## src/rtl/ctrl_pkg.sv

```systemverilog
// ctrl_pkg: shared definitions for the hardwired control sequencer.
//   state_t    - sequencer states (IDLE, fetch/execute T-states, HALTED), 4-bit
//   op_class_t - execution class of an instruction opcode
//   OP_*       - ALU/instruction opcodes as carried in IR[31:27]
//   IR_*       - bit positions of the instruction register fields
package ctrl_pkg;

    typedef enum logic [3:0] {
        ST_IDLE   = 4'd0,
        ST_T0     = 4'd1,
        ST_T1     = 4'd2,
        ST_T2     = 4'd3,
        ST_T3     = 4'd4,
        ST_T4     = 4'd5,
        ST_T5     = 4'd6,
        ST_T6     = 4'd7,
        ST_HALTED = 4'd8
    } state_t;

    typedef enum logic [2:0] {
        CLS_BINARY,
        CLS_MULDIV,
        CLS_UNARY,
        CLS_HALT,
        CLS_ILLEGAL
    } op_class_t;

    localparam logic [4:0] OP_ADD  = 5'b00011;
    localparam logic [4:0] OP_SUB  = 5'b00100;
    localparam logic [4:0] OP_SHR  = 5'b00101;
    localparam logic [4:0] OP_SHRA = 5'b00110;
    localparam logic [4:0] OP_SHL  = 5'b00111;
    localparam logic [4:0] OP_ROR  = 5'b01000;
    localparam logic [4:0] OP_ROL  = 5'b01001;
    localparam logic [4:0] OP_AND  = 5'b01010;
    localparam logic [4:0] OP_OR   = 5'b01011;
    localparam logic [4:0] OP_MUL  = 5'b01111;
    localparam logic [4:0] OP_DIV  = 5'b10000;
    localparam logic [4:0] OP_NEG  = 5'b10001;
    localparam logic [4:0] OP_NOT  = 5'b10010;
    localparam logic [4:0] OP_HALT = 5'b11011;

    localparam int unsigned REG_IDX_W = 4;

    localparam int unsigned IR_OP_HI = 31;
    localparam int unsigned IR_OP_LO = 27;
    localparam int unsigned IR_RA_HI = 26;
    localparam int unsigned IR_RA_LO = 23;
    localparam int unsigned IR_RB_HI = 22;
    localparam int unsigned IR_RB_LO = 19;
    localparam int unsigned IR_RC_HI = 18;
    localparam int unsigned IR_RC_LO = 15;

    function automatic op_class_t classify(input logic [4:0] op);
        op_class_t cls;
        case (op)
            OP_ADD, OP_SUB, OP_SHR, OP_SHRA, OP_SHL,
            OP_ROR, OP_ROL, OP_AND, OP_OR:   cls = CLS_BINARY;
            OP_MUL, OP_DIV:                  cls = CLS_MULDIV;
            OP_NEG, OP_NOT:                  cls = CLS_UNARY;
            OP_HALT:                         cls = CLS_HALT;
            default:                         cls = CLS_ILLEGAL;
        endcase
        return cls;
    endfunction

endpackage

```

## src/rtl/reg_select_decoder.sv

```systemverilog
// reg_select_decoder: register index to one-hot select.
//   idx    - register number
//   en     - when 0 the output is all zero
//   onehot - bit idx set when enabled; indices >= NREGS select nothing
module reg_select_decoder
    import ctrl_pkg::*;
#(
    parameter int unsigned NREGS = 16
) (
    input  logic [REG_IDX_W-1:0] idx,
    input  logic                 en,
    output logic [NREGS-1:0]     onehot
);

    assign onehot = en ? ({{(NREGS-1){1'b0}}, 1'b1} << idx) : '0;

endmodule

```

## src/rtl/control_sequencer.sv

```systemverilog
// control_sequencer: hardwired fetch/decode/execute control for the datapath.
//   Clock  - system clock, rising edge
//   clear  - asynchronous active-high reset
//   Run    - 1 = keep executing, 0 = stop at the next instruction boundary
//   IR     - instruction register fed back from the datapath
//   Rin/Rout - one-hot general register load / bus-drive enables
//   PCout..HIin - single-bit datapath strobes
//   opcode - ALU operation select (holds last driven value)
//   Halted - sticky halt indication, Illegal - one-cycle bad-opcode pulse
//   state  - current sequencer state for debug
module control_sequencer
    import ctrl_pkg::*;
#(
    parameter int unsigned NREGS = 16
) (
    input  logic             Clock,
    input  logic             clear,
    input  logic             Run,
    input  logic [31:0]      IR,
    output logic [NREGS-1:0] Rin,
    output logic [NREGS-1:0] Rout,
    output logic             PCout,
    output logic             PCin,
    output logic             IncPC,
    output logic             MARin,
    output logic             MDRin,
    output logic             MDRout,
    output logic             Read,
    output logic             IRin,
    output logic             Yin,
    output logic             Zin,
    output logic             Zlowout,
    output logic             Zhighout,
    output logic             LOin,
    output logic             HIin,
    output logic [4:0]       opcode,
    output logic             Halted,
    output logic             Illegal,
    output logic [3:0]       state
);

    state_t                 state_q;
    state_t                 state_d;
    logic [4:0]             opcode_q;
    logic [4:0]             op;
    logic [REG_IDX_W-1:0]   ra;
    logic [REG_IDX_W-1:0]   rb;
    logic [REG_IDX_W-1:0]   rc;
    op_class_t              cls;
    logic                   instr_end;
    logic                   drive_op;
    logic                   rin_en;
    logic                   rout_en;
    logic [REG_IDX_W-1:0]   rout_idx;
    logic                   unused_ir_bits;

    assign op  = IR[IR_OP_HI:IR_OP_LO];
    assign ra  = IR[IR_RA_HI:IR_RA_LO];
    assign rb  = IR[IR_RB_HI:IR_RB_LO];
    assign rc  = IR[IR_RC_HI:IR_RC_LO];
    assign cls = classify(op);
    assign unused_ir_bits = ^IR[14:0];

    // Last T-state of each instruction class; Run is only looked at here and in IDLE.
    always_comb begin
        instr_end = 1'b0;
        case (state_q)
            ST_T3:   instr_end = (cls == CLS_ILLEGAL);
            ST_T4:   instr_end = (cls == CLS_UNARY);
            ST_T5:   instr_end = (cls == CLS_BINARY);
            ST_T6:   instr_end = 1'b1;
            default: instr_end = 1'b0;
        endcase
    end

    always_comb begin
        state_d = state_q;
        case (state_q)
            ST_IDLE:   state_d = Run ? ST_T0 : ST_IDLE;
            ST_T0:     state_d = ST_T1;
            ST_T1:     state_d = ST_T2;
            ST_T2:     state_d = ST_T3;
            ST_T3:     state_d = (cls == CLS_HALT) ? ST_HALTED : ST_T4;
            ST_T4:     state_d = ST_T5;
            ST_T5:     state_d = ST_T6;
            ST_T6:     state_d = ST_IDLE;
            ST_HALTED: state_d = ST_HALTED;
            default:   state_d = ST_IDLE;
        endcase
        if (instr_end) begin
            state_d = Run ? ST_T0 : ST_IDLE;
        end
    end

    always_ff @(posedge Clock or posedge clear) begin
        if (clear) begin
            state_q  <= ST_IDLE;
            opcode_q <= '0;
        end else begin
            state_q <= state_d;
            if (drive_op) begin
                opcode_q <= op;
            end
        end
    end

    // Strobes decode from the registered state and IR only, so they are
    // stable for the full cycle and drop as soon as clear resets state_q.
    always_comb begin
        PCout    = 1'b0;
        PCin     = 1'b0;
        IncPC    = 1'b0;
        MARin    = 1'b0;
        MDRin    = 1'b0;
        MDRout   = 1'b0;
        Read     = 1'b0;
        IRin     = 1'b0;
        Yin      = 1'b0;
        Zin      = 1'b0;
        Zlowout  = 1'b0;
        Zhighout = 1'b0;
        LOin     = 1'b0;
        HIin     = 1'b0;
        Illegal  = 1'b0;
        drive_op = 1'b0;
        rin_en   = 1'b0;
        rout_en  = 1'b0;
        rout_idx = rb;
        case (state_q)
            ST_T0: begin
                PCout = 1'b1;
                MARin = 1'b1;
                IncPC = 1'b1;
                Zin   = 1'b1;
            end
            ST_T1: begin
                Zlowout = 1'b1;
                PCin    = 1'b1;
                Read    = 1'b1;
                MDRin   = 1'b1;
            end
            ST_T2: begin
                MDRout = 1'b1;
                IRin   = 1'b1;
            end
            ST_T3: begin
                case (cls)
                    CLS_BINARY, CLS_MULDIV: begin
                        rout_en = 1'b1;
                        Yin     = 1'b1;
                    end
                    CLS_UNARY: begin
                        rout_en  = 1'b1;
                        drive_op = 1'b1;
                        Zin      = 1'b1;
                    end
                    CLS_ILLEGAL: Illegal = 1'b1;
                    default: ;
                endcase
            end
            ST_T4: begin
                case (cls)
                    CLS_BINARY, CLS_MULDIV: begin
                        rout_en  = 1'b1;
                        rout_idx = rc;
                        drive_op = 1'b1;
                        Zin      = 1'b1;
                    end
                    CLS_UNARY: begin
                        Zlowout = 1'b1;
                        rin_en  = 1'b1;
                    end
                    default: ;
                endcase
            end
            ST_T5: begin
                case (cls)
                    CLS_BINARY: begin
                        Zlowout = 1'b1;
                        rin_en  = 1'b1;
                    end
                    CLS_MULDIV: begin
                        Zlowout = 1'b1;
                        LOin    = 1'b1;
                    end
                    default: ;
                endcase
            end
            ST_T6: begin
                if (cls == CLS_MULDIV) begin
                    Zhighout = 1'b1;
                    HIin     = 1'b1;
                end
            end
            default: ;
        endcase
    end

    assign opcode = drive_op ? op : opcode_q;
    assign Halted = (state_q == ST_HALTED);
    assign state  = state_q;

    reg_select_decoder #(.NREGS(NREGS)) u_rin_dec (
        .idx    (ra),
        .en     (rin_en),
        .onehot (Rin)
    );

    reg_select_decoder #(.NREGS(NREGS)) u_rout_dec (
        .idx    (rout_idx),
        .en     (rout_en),
        .onehot (Rout)
    );

endmodule

```

## config.mk

```make
export PLATFORM = sky130hd
export DESIGN_NAME = control_sequencer
export DESIGN_NICKNAME = d
export VERILOG_FILES = /design/src/rtl/ctrl_pkg.sv /design/src/rtl/reg_select_decoder.sv /design/src/rtl/control_sequencer.sv
export SDC_FILE = /design/constraint.sdc
export NUM_CORES = 1
export LEC_CHECK = 0
export BUFFER_PORTS_ARGS = -buffer_cell sky130_fd_sc_hd__buf_2
export CORE_ASPECT_RATIO = 1.2
export CORE_MARGIN = 4
export CORE_UTILIZATION = 38
export CTS_CLUSTER_DIAMETER = 60
export CTS_CLUSTER_SIZE = 16
export DETAILED_ROUTE_END_ITERATION = 8
export PLACE_DENSITY = 0.78
export SETUP_SLACK_MARGIN = 0.05
export SKIP_LAST_GASP = 1
export SLEW_MARGIN = 20
export SYNTH_ARGS = -nofsm -noshare
export SYNTH_HDL_FRONTEND = slang
export SYNTH_SLANG_ARGS = --single-unit
```

## constraint.sdc

```tcl
create_clock -name Clock -period 2.7 [get_ports Clock]
set_input_delay 0.54 -clock Clock [delete_from_list [all_inputs] [get_ports Clock]]
set_output_delay 0.54 -clock Clock [all_outputs]
set_load 0.005 [all_outputs]
```

==> run_results.csv, run 1 <==
group,metric,value,unit
yosys,synth_edf_count,0,
setup_path,worstSetupStartpointType,"primary input",
yosys,ys.flop_type,"dfrtp_1",
timing,finalCritPeriodShare,1.070,
placement,place_congestion,0.8540,
timing,setup_tns,-3.361,ns
routing,initialDrtViolationCount,77,
cts,htree_levels,1,
setup_path,path_cells,"buf_8, ha_4, or4b_4, o21ai_4, or2_4, a21boi_4, mux2_4, buf_2",
routing,routedWlPerCell,15.02,um
yosys,seq_area_frac_synth,0.1722,
timing,rsz0062_at_grt,"yes",
placement,dpl.hpwl,3.138,mm
global_route,grt_pass1_wl,6.472,mm
placement,dp_slack,-0.2649,ns
setup_path,worstPathArrival,2.35,ns
yosys,syn_inst,164,
routing,wl,4.505,mm
yosys,synth_top_area_cell,"dfrtp_1",
setup_path,timing.rr.start,"state[1]$_DFF_PP0_",
routing,drt-vias-per-instance,5.467,
routing,postRouteAntennaNets,0,
placement,dp.cells,292,
routing,vias,1640,
run_status,violations,"negative setup slack",
setup_path,reg2reg_to,"opcode_q[1]$_DFF_PP0_",
global_route,gr-total-overflow,0,
finish,instances_no_fill,300,
cts,path_clk_slew,0.04,ns
run_status,outcome,"complete, but fails checks",
setup_path,critical_path_required,2.16,ns
floorplan,num_rows,23,
run,maxCapViolCount,0,
floorplan,core-area,3338,um^2
finish,area_growth,70.34,%
cts,numCtsBuffers,3,
cts,clkSinkCount,9,
finish,stdcell_area,2227,um^2
timing,fin_ws,-0.1901,ns
timing,period_needed,2.890,ns
timing,worstMarginPinSlew,0.4422,ns
timing,maxSlewHeadroom,0.7027,
setup_path,ff2ff_path_depth,6,
routing,drcViolationCount,0,
cts,clkLatencyLatePin,0.23,ns
global_route,grt_max_degree,12,
setup_path,cpMaxStageDelayCell,"or4b_4",
yosys,synth_common_cells,"29 x nor3_1, 12 x nor2_1, 10 x inv_1",
yosys,synthesis.area,1308,um^2
floorplan,die_area,4447,um^2
timing,clock.fmax,0.3460,GHz
finish,nets,302,
floorplan,ios,92,
power_and_ir_drop,p_leak,1.088,nW
power_and_ir_drop,power_density,531.7,nW/um^2
floorplan,initial_core_util,0.3917,
cts,cts_max_path_buffers,2,
setup_path,critPathMaxStageDelay,0.52,ns
yosys,synth_top_area_frac,0.1722,
yosys,synth_nets,202,
yosys,synth.distinct_cells,49,
yosys,synth_area_leaders,"dfrtp_1 17%, nor3_1 11%, mux2_2 6.9%",
timing,setup_viol,36,
placement,port-buffer-count,76,
power_and_ir_drop,ir_drop,0.6671,mV
yosys,ys_seq_elements,9,
yosys,syn_area_per_cell,7.973,um^2
timing,slew_violations,0,
floorplan,fp.dieH,72.26,um
timing,fin_skew,0.003867,ns
yosys,async_flop_share,1.000,
finish,fillers,261,
placement,dpl_cell_area,1857,um^2
timing,hold_viol,0,
cts,cts_root_buffer,"clkbuf_8",
timing,worst_hold_slack,0.2608,ns
setup_path,path_class,"primary input to output port",
finish,drive_above_1_share,0.6274,
cts,cts_hold_buffers,0,
floorplan,die_w,61.55,um
min_path,hp-class,"primary input to asynchronous set/reset pin",
finish,diodes,0,
global_route,grtUsageTotal,0.1836,
setup_path,endpoint_kind,"output port",
setup_path,crit_fanout,6,
cts,cts_tree,"yes",
routing,drt_pass1_iterations,4,
setup_path,rrSetupSlack,0.58,ns
yosys,yosys.cell_count.top_type,"nor3_1",
yosys,ys.warnings.count,0,
global_route,grt_pass1_vias,1508,
global_route,antenna_found_initial,0,
==> timing repair <==
item | CTS | global route
setup buffers | 2 | 3
pin swaps | 5 | 5
gates resized for setup | 26 | 31
endpoints found under the setup margin | 40 | 41
==> metrics by stage <==
stage / utilization / power [mW]
final: 0.6672 / 1.184
after global routing: 0.6672 / 1.279
after CTS: 0.6151 / 1.083
after detailed placement: 0.5562 / 0.8705
after global placement: 0.5562 / 0.8573
after floorplan: - / 0.6565
==> layer usage <==
| metal | GRT usage | vias up | wire length, um |
|---|---|---|---|
| met1 | 0.2031 | 780 | 1579 |
| met5 | 0 | - | 0 |
| met3 | 0.01957 | 8 | 278 |
| li1 | - | 799 | - |
| met2 | 0.3434 | 53 | 2555 |
| met4 | 0.06840 | 0 | 91 |
==> layout make-up <==
type | instances | area, um^2 | area share
flip-flops and latches | 9 | 225.2 | 0.1011
clock buffers | 4 | 45.04 | 0.02022
inverters | 10 | 37.54 | 0.01685
repair buffers | 107 | 658.1 | 0.2955
multi-input cells | 133 | 1215 | 0.5455
well taps | 37 | 46.29 | 0.02079
==> cell usage in the layout (no fill, tap or decap), drive strengths merged, types with 5 or more instances in the layout <==
master  synthesis  layout
mux2i           5       5
nand2b          8       8
mux2            9       9
nor3           29      29
dfrtp           9       9
inv            10      10
nand2           8       8
nor2           12      12
o21ai           5       5
nor4            6       6
buf            12     107
==> worst max-delay path: cells and delay by family <==
family | cells | cell delay, ns
buf+inv | 2 | 0.24
mux | 1 | 0.35
simple gates | 2 | 0.67
fa+ha+maj | 1 | 0.15
compound gates | 2 | 0.41
==> worst max-delay path by stage <==
stage | start | endpoint
after floorplan | IR[27] | Rout[0]
after global placement | IR[27] | Rout[11]
after detailed placement | IR[27] | Rout[11]
after CTS | IR[28] | opcode[1]
after global routing | IR[27] | Rout[12]
final | IR[28] | opcode[1]
==> power breakdown <==
| group | internal [mW] | switching, mW |
|---|---|---|
| sequential | 0.195 | 0.0595 |
| combinational | 0.398 | 0.379 |
| clock | 0.103 | 0.0510 |
| total | 0.695 | 0.489 |
==> flip-flops by register name (all words and copies together) (netlist names) <==
signal	flops
opcode_q	5
state	4
==> kinds of logic after synthesis <==
logic type / synth area share
compound gates: 0.2029
fa+ha+maj: 0.02871
buf+inv: 0.08995
flops: 0.1723
simple gates: 0.3876
mux: 0.1187
Note: power is estimated with default switching activity, not from simulation.
==> inputs of run 2 (changes only) <==
Settings changed: PLACE_DENSITY 0.78 to unset, PLACE_DENSITY_LB_ADDON set to 0.05.
==> run 2 against run 1 <==
The flow still finishes with violations (negative setup slack). Final area up 5.3%. Power up 2.5%. Via count up 0.73%. Hold slack worse by 0.0045 ns. Setup slack worse by 0.00081 ns. First-iteration DRC count up 34%. Clock skew down 0.0028 ns. Critical path type unchanged. Highest routed layer unchanged. Sequential share of layout area down 0.51 points. Routed wire length up 0.38%.
==> run_results.csv, run 2 (synthesis results as in run 1) <==
group,metric,value,unit
routing,vias,1652,
placement,place_congestion,0.8066,
finish,diodes,0,
min_path,hp-class,"primary input to asynchronous set/reset pin",
cts,htree_levels,1,
setup_path,worstSetupStartpointType,"primary input",
power_and_ir_drop,ir_drop,0.6632,mV
finish,top_register,"opcode_q",
cts,clkLatencyLatePin,0.23,ns
routing,initialDrtViolationCount,103,
floorplan,die_area,4447,um^2
cts,cts_max_path_buffers,2,
floorplan,ios,92,
timing,period_needed,2.891,ns
timing,clock.fmax,0.3459,GHz
routing,drt_pass1_iterations,4,
floorplan,die_w,61.55,um
power_and_ir_drop,p_switching,0.4913,mW
routing,drt-vias-per-instance,5.416,
setup_path,worstPathArrival,2.35,ns
floorplan,num_rows,23,
finish,most-common-layout-cells,"68 x buf_2, 29 x buf_4, 18 x nor3_2",
floorplan,fp.dieH,72.26,um
finish,drive_above_1_share,0.6604,
finish,area_growth,79.33,%
run_status,violations,"negative setup slack",
power_and_ir_drop,swShare,0.4046,
timing,fin_ws,-0.1909,ns
timing,maxSlewHeadroom,0.6571,
global_route,grt_pass1_wl,6.975,mm
timing,slew_violations,0,
placement,port-buffer-count,76,
floorplan,initial_core_util,0.3917,
finish,fillers,265,
cts,numCtsBuffers,3,
setup_path,critPathMaxStageDelay,0.27,ns
timing,finalCritPeriodShare,1.071,
power_and_ir_drop,intPower,0.7229,mW
cts,path_clk_slew,0.04,ns
global_route,grt_pass1_vias,1645,
global_route,grtUsageTotal,0.1981,
placement,dp_slack,-0.3057,ns
power_and_ir_drop,p_leak,1.125,nW
setup_path,critical_path_required,2.16,ns
setup_path,cpMaxStageDelayCell,"o32a_4",
global_route,gr-total-overflow,0,
power_and_ir_drop,p_seq_frac,0.216,
timing,rsz0062_at_grt,"yes",
floorplan,core-area,3338,um^2
cts,clkSinkCount,9,
setup_path,crit_fanout,8,
timing,fin_skew,0.001096,ns
timing,hold_viol,0,
finish,largest_reg_flops,5,
timing,worstMarginPinSlew,0.5078,ns
setup_path,endpoint_kind,"output port",
timing,setup_viol,34,
power_and_ir_drop,power_density,517.8,nW/um^2
placement,dpl.hpwl,3.254,mm
routing,routedWlPerCell,14.83,um
setup_path,path_class,"primary input to output port",
finish,final_common_cell,"buf_2",
finish,utilization,0.7024,
setup_path,path_cells,"buf_8, inv_2, ha_4, or2b_1, nor4_2, buf_4, o31ai_4, buf_6, o32a_4, nor3_2, buf_2",
cts,cts_tree,"yes",
global_route,grt_max_degree,13,
run,maxCapViolCount,0,
routing,postRouteAntennaNets,0,
power_and_ir_drop,pwr-share-clk,0.123,
global_route,antenna_found_initial,0,
power_and_ir_drop,combPwrFrac,0.662,
routing,drcViolationCount,0,
run_status,outcome,"complete, but fails checks",
routing,wl,4.522,mm
cts,cts_root_buffer,"clkbuf_8",
finish,nets,307,
run 2: cell count changes in the layout (fill, tap and decap cells not counted), moves of 3 or more:
cell / change
mux2i_1: -3
nor3_2: +3
buf_6: +9
nor3_1: -3
run 2: metal layers:
metal	routed length (um)	track usage	share of wire
met4	42	0.05189	0.0093
met5	0	0	0
met2	2575	0.3888	0.57
met3	272	0.02669	0.060
met1	1632	0.2087	0.36
run 2: layout make-up:
| cell class | instances | area [um^2] | area share |
|---|---|---|---|
| clock buffer | 4 | 45.04 | 0.01921 |
| inverter | 10 | 40.04 | 0.01708 |
| multi-input combinational | 133 | 1254 | 0.5347 |
| sequential | 9 | 225.2 | 0.09605 |
| tap | 37 | 46.29 | 0.01974 |
| timing repair buffer | 112 | 734.5 | 0.3132 |
run 2: path summary, 6_finish.rpt:
path / from / endpoint / slack, ns / depth (start not counted)
setup / recovery: IR[27] / Rout[12] / -0.19 / 11
hold / removal: clear / state[0]$_DFF_PP0_ / 0.26 / 2
setup reg to reg: state[2]$_DFF_PP0_ / state[0]$_DFF_PP0_ / 0.57 / 7
hold reg to reg: opcode_q[3]$_DFF_PP0_ / opcode_q[3]$_DFF_PP0_ / 0.50 / 1
max in group asynchronous: clear / opcode_q[4]$_DFF_PP0_ / 2.20 / 2
min in group Clock: opcode_q[3]$_DFF_PP0_ / opcode_q[3]$_DFF_PP0_ / 0.50 / 1
run 2: per-stage QoR:
stage / TNS, ns / power, mW / instances / hold slack (ns) / area, um^2
2_1_floorplan: 0 / 0.6565 / 164 / 0.3679 / 1308
3_3_place_gp: -6.697 / 0.8463 / 287 / 0.4758 / 1819
3_5_place_dp: -8.182 / 0.8607 / 287 / 0.4857 / 1819
4_1_cts: -5.273 / 1.154 / 301 / 0.2643 / 2172
5_1_grt: -7.419 / 1.317 / 305 / 0.2795 / 2345
6_report: -4.371 / 1.214 / 305 / 0.2563 / 2345
run 2: timing repair:
action	CTS	global route
hold buffers	0	0
setup endpoints to repair	40	42
pin swaps	12	22
gates resized for setup	47	33
buffers inserted	11	6
run 2: critical path: cells and delay by family:
family | cells | cell delay, ns
compound gates | 2 | 0.36
buf+inv | 5 | 0.64
simple gates | 3 | 0.61
fa+ha+maj | 1 | 0.20
run 2: power by group through the flow:
stage               logic, mW  clock network [mW]  registers [mW]
floorplan               0.433                   0           0.224
global placement        0.590                   0           0.256
detailed placement      0.602                   0           0.258
CTS                     0.743               0.153           0.258
global route            0.883               0.161           0.273
finish                  0.804               0.149           0.262
